`src/rtl/fetch_unit.sv`:
```
// Program counter and instruction fetch stage with a hardware return-address stack.
// Optional build macro FETCH_ERR_HALT_EN: freeze fetch once a stack overflow/underflow is flagged.
module fetch_unit #(
   parameter int PC_W    = 10,
   parameter int INSTR_W = 16,
   parameter int DEPTH   = 8
) (
   input  logic                     clk,
   input  logic                     reset,
   input  logic                     stall,
   input  logic                     s_inc,
   input  logic                     call,
   input  logic                     ret,
   input  logic [PC_W-1:0]          jump_addr,
   output logic [PC_W-1:0]          imem_addr,
   input  logic [INSTR_W-1:0]       imem_data,
   output logic [PC_W-1:0]          pc,
   output logic [INSTR_W-1:0]       instr,
   output logic                     instr_valid,
   output logic [$clog2(DEPTH):0]   sp,
   output logic                     stack_ovf,
   output logic                     stack_unf
);

   localparam int IDX_W = $clog2(DEPTH);
   localparam int SP_W  = IDX_W + 1;

   logic [PC_W-1:0]    pc_q, pc_d;
   logic [INSTR_W-1:0] instr_q, instr_d;
   logic               vld_q, vld_d;
   logic [SP_W-1:0]    sp_q, sp_d;
   logic               ovf_q, ovf_d;
   logic               unf_q, unf_d;
   logic               first_q, first_d;
   logic [PC_W-1:0]    stack_q [DEPTH];

   logic               push;
   logic               halt;
   logic               full;
   logic               empty;
   logic [SP_W-1:0]    sp_m1;
   logic [PC_W-1:0]    pc_inc;
   logic [PC_W-1:0]    top;

   assign pc_inc = pc_q + PC_W'(1);
   assign sp_m1  = sp_q - SP_W'(1);
   assign full   = (sp_q == SP_W'(DEPTH));
   assign empty  = (sp_q == '0);
   assign top    = stack_q[sp_m1[IDX_W-1:0]];

`ifdef FETCH_ERR_HALT_EN
   assign halt = ovf_q | unf_q;
`else
   assign halt = 1'b0;
`endif

   always_comb begin
      pc_d    = pc_q;
      instr_d = instr_q;
      vld_d   = vld_q;
      sp_d    = sp_q;
      ovf_d   = ovf_q;
      unf_d   = unf_q;
      first_d = first_q;
      push    = 1'b0;
      if (!stall) begin
         instr_d = imem_data;
         vld_d   = 1'b1;
         first_d = 1'b0;
         if (halt) begin
            vld_d = 1'b0;
         end else if (ret) begin
            // ret outranks call, so a simultaneous call neither pushes nor flags overflow
            if (!empty) begin
               pc_d  = top;
               sp_d  = sp_m1;
               vld_d = 1'b0;
            end else begin
               unf_d = 1'b1;
            end
         end else if (call) begin
            if (!full) begin
               push  = 1'b1;
               sp_d  = sp_q + SP_W'(1);
               pc_d  = jump_addr;
               vld_d = 1'b0;
            end else begin
               ovf_d = 1'b1;
            end
         end else if (!s_inc) begin
            pc_d  = jump_addr;
            vld_d = 1'b0;
         end else begin
            pc_d = pc_inc;
         end
         // The word captured on the first edge out of reset is never presented as valid
         if (first_q) vld_d = 1'b0;
      end
   end

   always_ff @(posedge clk or negedge reset) begin
      if (!reset) begin
         pc_q    <= '0;
         instr_q <= '0;
         vld_q   <= 1'b0;
         sp_q    <= '0;
         ovf_q   <= 1'b0;
         unf_q   <= 1'b0;
         first_q <= 1'b1;
      end else begin
         pc_q    <= pc_d;
         instr_q <= instr_d;
         vld_q   <= vld_d;
         sp_q    <= sp_d;
         ovf_q   <= ovf_d;
         unf_q   <= unf_d;
         first_q <= first_d;
      end
   end

   // Stack storage is data only; entries above sp are don't-care
   always_ff @(posedge clk) begin
      if (push) stack_q[sp_q[IDX_W-1:0]] <= pc_inc;
   end

   assign imem_addr   = pc_q;
   assign pc          = pc_q;
   assign instr       = instr_q;
   assign instr_valid = vld_q;
   assign sp          = sp_q;
   assign stack_ovf   = ovf_q;
   assign stack_unf   = unf_q;

endmodule

```
`config.mk`:
```
export PLATFORM = sky130hd
export DESIGN_NAME = fetch_unit
export DESIGN_NICKNAME = d
export VERILOG_FILES = /design/src/rtl/fetch_unit.sv
export SDC_FILE = /design/constraint.sdc
export NUM_CORES = 1
export LEC_CHECK = 0
export CORE_ASPECT_RATIO = 0.8
export CORE_MARGIN = 2
export CORE_UTILIZATION = 40
export CTS_BUF_LIST = sky130_fd_sc_hd__clkbuf_4
export DETAILED_ROUTE_END_ITERATION = 10
export PLACE_DENSITY = 0.61
export SYNTH_ARGS = -nofsm -noshare
export SYNTH_HDL_FRONTEND = slang
export SYNTH_SLANG_ARGS = --single-unit
```
`constraint.sdc`:
```
create_clock -name clk -period 2.6 [get_ports clk]
set_clock_uncertainty 0.1 [all_clocks]
set_input_delay 0.39 -clock clk [delete_from_list [all_inputs] [get_ports clk]]
set_output_delay 0.39 -clock clk [all_outputs]
set_load 0.01 [all_outputs]
```
==> results of run 1 <==
## layout make-up
cell class	instances	area [µm²]	share of cell area, %
sequential	114	3250	51.3
tap	171	214	3.37
clock inverter	13	166	2.62
timing repair buffer	99	953	15.0
inverter	7	26.3	0.414
clock buffer	19	143	2.25
multi-input combinational	176	1590	25.0
## metal layers
metal | wire, µm | track usage [%] | vias to the layer above
li1 | - | - | 1437
met1 | 5340 | 25.6 | 1588
met2 | 5060 | 24.6 | 104
met3 | 711 | 4.63 | 16
met4 | 215 | 6.91 | 0
met5 | 0 | 0 | -
## worst paths after layout
path	slack, ps	end
max	340	sp[2]
min	170	instr[13]
max reg2reg	350	imem_addr[4]
min reg2reg	390	stack_unf
max in group asynchronous	1870	first_q
min in group clk	370	instr[9]
## report_power, final
part           internal [mW]  switching (mW)  leakage (nW)
registers               2.43           0.282          1.11
clock network          0.768           0.650         0.166
logic                   1.37            1.43         0.981
total                   4.57            2.36          2.26
## sequential cells by signal (all words and copies together) (netlist names)
signal / count
first_q: 1
instr_valid: 1
stack_ovf: 1
instr: 16
stack_q: 80
imem_addr: 10
stack_unf: 1
sp: 4
## synth_stat cells (all sizes together), types with 4 or more instances
cell type | n | share of area [%]
xnor2 | 5 | 0.87
ha | 4 | 0.99
mux4 | 20 | 9.2
o21ai | 5 | 0.50
dfrtp | 33 | 16
nand3 | 27 | 2.7
inv | 7 | 0.52
nor2 | 13 | 0.97
a21oi | 7 | 0.70
clkbuf | 6 | 0.60
nor3 | 6 | 0.70
nand2 | 9 | 0.67
mux2 | 19 | 4.2
edfxtp | 80 | 48
o31ai | 4 | 0.60
nand2b | 6 | 0.74
xor2 | 4 | 0.70
buf | 19 | 2.9
## cells by family (layout without fill, tap and decap cells)
group	count (synthesis)	after routing	synth area share, %
fa+ha+maj	4	4	0.993
buf+inv	32	138	3.97
xor+xnor	9	9	1.56
mux	42	42	14.1
simple gates	81	81	9.16
compound gates	40	40	5.66
flops	114	114	64.6
==> run metrics, run 1 <==
outcome=finished clean; RSZ-0062 raised after global routing=no; r2r startpoint=imem_addr[1]; Synth Flop Type=edfxtp_1; row count=36; Post-Syn Area per Cell=15.7 µm²; #FFs+latches synth=114; crit path launch type=flip-flop; drt wl/cell=18.9 µm; number of synthesized flops with an enable pin=80; post-CTS setup buffer count=0; CTS tree=yes; Clock Sinks=114; Final HPWL DP=7940 µm; pre-CTS setup slack=285 ps; Mapped Nets=358; Die Wd=129 µm; Leak=2.26 nW; port bufs=74; number of global-route vias before repair=3002; final slew viol count=0; slew of the pin with the lowest slew margin=828 ps; final std cells w/o fill=599; post-route ant nets=0; Hold Slack=168 ps; Worst setup EP type=primary output; post-cts hold buffer count=0; # diodes=0; final wirelength=11300 µm; Syn Inst Count=322; post-layout min period=2260 ps; Initial Utilization=41.1%; P&R area growth vs syn=25.8%; YS warnings=0; commonest non-fill, non-tap cell in the layout=edfxtp_1; DR DRC count=0; DRT Pass-1 Iters=4; Worst slew margin=44.4%; Final GP Congestion=0.866; highest-count cells in the layout ignoring fill and taps=edfxtp_1 (80), clkdlybuf4s50_1 (74), dfrtp_1 (33), nand3_1 (27), buf_4 (23); Vias=3145; first-pass GRT wire length=17200 µm; largest net degree at the start of global routing=35; Max stage delay on crit path=640 ps; final setup margin=336 ps; crit share post-route=87.1%; Tightest Hold Check Type=in2async; number of DRC markers in iteration 0=288; GRT Total Usage=17.4%; Fmax achieved=442 MHz; worst path bufs/invs=1; clock root cell=clkbuf_4; WP data arrival=1770 ps; Resized Gates After CTS=0; DIE AREA=13500 µm²; DP Cell Count=567; cell area after layout=6340 µm²; crit-path cells=clkdlybuf4s50_1; ys async rst share=29.8%; gr ovfl total=0; H-tree lvl count=4; PwrDens=1090 nW/µm²; total power=6.93 mW; Crit. Startpoint=sp[2]; worst skew pair latency=520 ps; Levels on crit path=1; Seq/Total Area, Yosys=64.6%; Reg clk slew, reported paths=110 ps; setup TNS=0 ps; Final setup violation count=0; fillers=1030; cell area after placement=6030 µm²; critical-path maximum fanout=13; Max Buffers Root-to-Sink=2; synthesized area=5040 µm²; worst vdd ir=0.431 mV; Die Y=104 µm; Max-Cap Viols=0; TritonCTS Buffers=17; CP top delay family=buffers and inverters; initial antenna violation count=0; layout cells sized above 1=23.1%; path type of the worst setup path=reg2out; Hold Vio Cnt, Final=0; Util after Layout=51.8%; Core ar.=12300 µm²; num ports=75; nets=451; DR vias/cell=5.25; Cell variety after synth=55; Critical-path top delay cell=clkdlybuf4s50_1; Req. time, crit path=2110 ps; R2R depth=5
(Power assumes the default switching activity.)
==> run 2: changes to the inputs <==
--- a/config.mk
+++ b/config.mk
@@ -10,7 +10,8 @@
 export CORE_UTILIZATION = 40
 export CTS_BUF_LIST = sky130_fd_sc_hd__clkbuf_4
 export DETAILED_ROUTE_END_ITERATION = 10
-export PLACE_DENSITY = 0.61
+export DONT_BUFFER_PORTS = 1
+export PLACE_DENSITY = 0.53
 export SYNTH_ARGS = -nofsm -noshare
 export SYNTH_HDL_FRONTEND = slang
 export SYNTH_SLANG_ARGS = --single-unit
==> run metrics, run 2 (synthesized netlist as in run 1, its figures left out) <==
outcome=finished clean (unchanged); final wirelength=11600 µm (was 11300 µm); crit path launch type=flip-flop (unchanged); setup TNS=0 ps (unchanged); TritonCTS Buffers=17 (unchanged); Clock Sinks=114 (unchanged); Hold Vio Cnt, Final=0 (unchanged); nets=395 (was 451); crit-path cells=ha_1 -> nand3_1 -> xnor2_1 -> o211ai_1 -> a41oi_1 (was clkdlybuf4s50_1); number of DRC markers in iteration 0=264 (was 288); Vias=3011 (was 3145); DR vias/cell=5.55 (was 5.25); port bufs=0 (was 74); crit share post-route=89.8% (was 87.1%); gr ovfl total=0 (unchanged); layout cells sized above 1=26.6% (was 23.1%); largest net degree at the start of global routing=35 (unchanged); Max Buffers Root-to-Sink=2 (unchanged); worst hold start=ret; drt wl/cell=21.4 µm (was 18.9 µm); row count=36 (unchanged); clock root cell=clkbuf_4 (unchanged); # diodes=0 (unchanged); commonest non-fill, non-tap cell in the layout=edfxtp_1 (unchanged); Worst slew margin=40.5% (was 44.4%); total power=6.55 mW (was 6.93 mW); Die Wd=129 µm (unchanged); WP data arrival=2670 ps (was 1770 ps); RSZ-0062 raised after global routing=no (unchanged); number of global-route vias before repair=3124 (was 3002); Final GP Congestion=0.758 (was 0.866); Core ar.=12300 µm² (unchanged); GRT Total Usage=18.2% (was 17.4%); Hold Slack=48.7 ps (was 168 ps); DIE AREA=13500 µm² (unchanged); PwrDens=1130 nW/µm² (was 1090 nW/µm²); post-layout min period=2330 ps (was 2260 ps); Req. time, crit path=2940 ps (was 2110 ps); highest-count cells in the layout ignoring fill and taps=edfxtp_1 (80), dfrtp_1 (33), nand3_1 (27), dlygate4sd3_1 (21), buf_4 (20) (was edfxtp_1 (80), clkdlybuf4s50_1 (74), dfrtp_1 (33), nand3_1 (27), buf_4 (23)); FF-to-FF End=imem_addr[4] (unchanged); post-CTS setup buffer count=0 (unchanged); R2R depth=5 (unchanged); Tightest Hold Check Type=in2reg (was in2async); slew of the pin with the lowest slew margin=889 ps (was 828 ps); DR DRC count=0 (unchanged); Die Y=104 µm (unchanged); CTS tree=yes (unchanged); Initial Utilization=41.1% (unchanged); Hold EP=instr_valid; post-route ant nets=0 (unchanged); P&R area growth vs syn=15.4% (was 25.8%); Worst setup EP type=flip-flop (was primary output); final slew viol count=0 (unchanged); initial antenna violation count=0 (unchanged); fillers=1076 (was 1030); worst vdd ir=0.529 mV (was 0.431 mV); Final setup violation count=0 (unchanged); r2r startpoint=imem_addr[1] (unchanged); path type of the worst setup path=reg2reg (was reg2out); first-pass GRT wire length=17900 µm (was 17200 µm); max reg flops=80 (unchanged); critical-path maximum fanout=9 (was 13); DRT Pass-1 Iters=5 (was 4); Max stage delay on crit path=700 ps (was 640 ps); r2r setup slk=270 ps (was 350 ps); Leak=2.05 nW (was 2.26 nW); Critical-path top delay cell=xnor2_1 (was clkdlybuf4s50_1); Cells on Worst Hold Path=2; Max-Cap Viols=0 (unchanged); H-tree lvl count=4 (unchanged); Reg clk slew, reported paths=110 ps (about the same); num ports=75 (unchanged); worst skew pair latency=510 ps (was 520 ps); Final HPWL DP=7270 µm (was 7940 µm); Fmax achieved=428 MHz (was 442 MHz)
## run 2: cell types whose count changed in the layout (fill, tap and decap cells not counted), sizes merged
cell,previous run,this run
clkbuf,19,17
clkdlybuf4s50,74,0
buf,25,22
inv,7,11
dlygate4sd3,0,21
clkinv,8,6
## run 2: per-stage QoR
| step | util [%] | cell area (µm²) | cells | setup WS [ps] |
|---|---|---|---|---|
| CTS | 47.5 | 5810 | 543 | 309 |
| global placement | 42.9 | 5250 | 489 | 455 |
| floorplan | - | 5040 | 322 | 17.2 |
| global route | 47.5 | 5810 | 543 | 108 |
| detailed placement | 42.9 | 5250 | 489 | 341 |
| finish | 47.5 | 5810 | 543 | 265 |
## run 2: worst max-delay path by stage
stage,slack [ps],end,depth (start not counted),startpoint
4_1_cts,310,imem_addr[4],5,imem_addr[1]
3_5_place_dp,340,imem_addr[4],5,imem_addr[1]
3_3_place_gp,460,imem_addr[4],5,imem_addr[1]
6_report,270,imem_addr[4],5,imem_addr[1]
2_1_floorplan,20,stack_q[1][0],7,sp[0]
5_1_grt,110,imem_addr[4],5,imem_addr[1]
## run 2: worst max-delay path: cells and delay by family (launching register included)
family | cells | cell delay, ps
compound gates | 2 | 410
xor+xnor | 1 | 700
fa+ha+maj | 1 | 310
flops | 1 | 630
simple gates | 1 | 110
## run 2: per-layer routing
layer / track usage, % / routed length [µm]
met5: 0 / 0
met4: 4.99 / 131
met3: 5.92 / 788
met2: 27.3 / 5390
met1: 25.5 / 5310
## run 2: cell type report
class	count	area [µm²]	area share [%]
clock buffer	17	128	2.19
clock inverter	15	206	3.55
inverter	7	26.3	0.452
sequential	114	3250	56.0
timing repair buffer	43	400	6.89
tap	171	214	3.68
multi-input combinational	176	1590	27.3
## run 2: power breakdown
group | switching, mW | internal [mW]
Clock | 0.744 | 0.776
Sequential | 0.383 | 2.43
Combinational | 1.27 | 0.949
Total | 2.40 | 4.15
## run 2: repair_timing
| action | 4_1_cts | 5_1_grt |
|---|---|---|
| hold buffers | 22 | 0 |
| hold endpoints to repair | 58 | 0 |
| gates resized for setup | 0 | 0 |
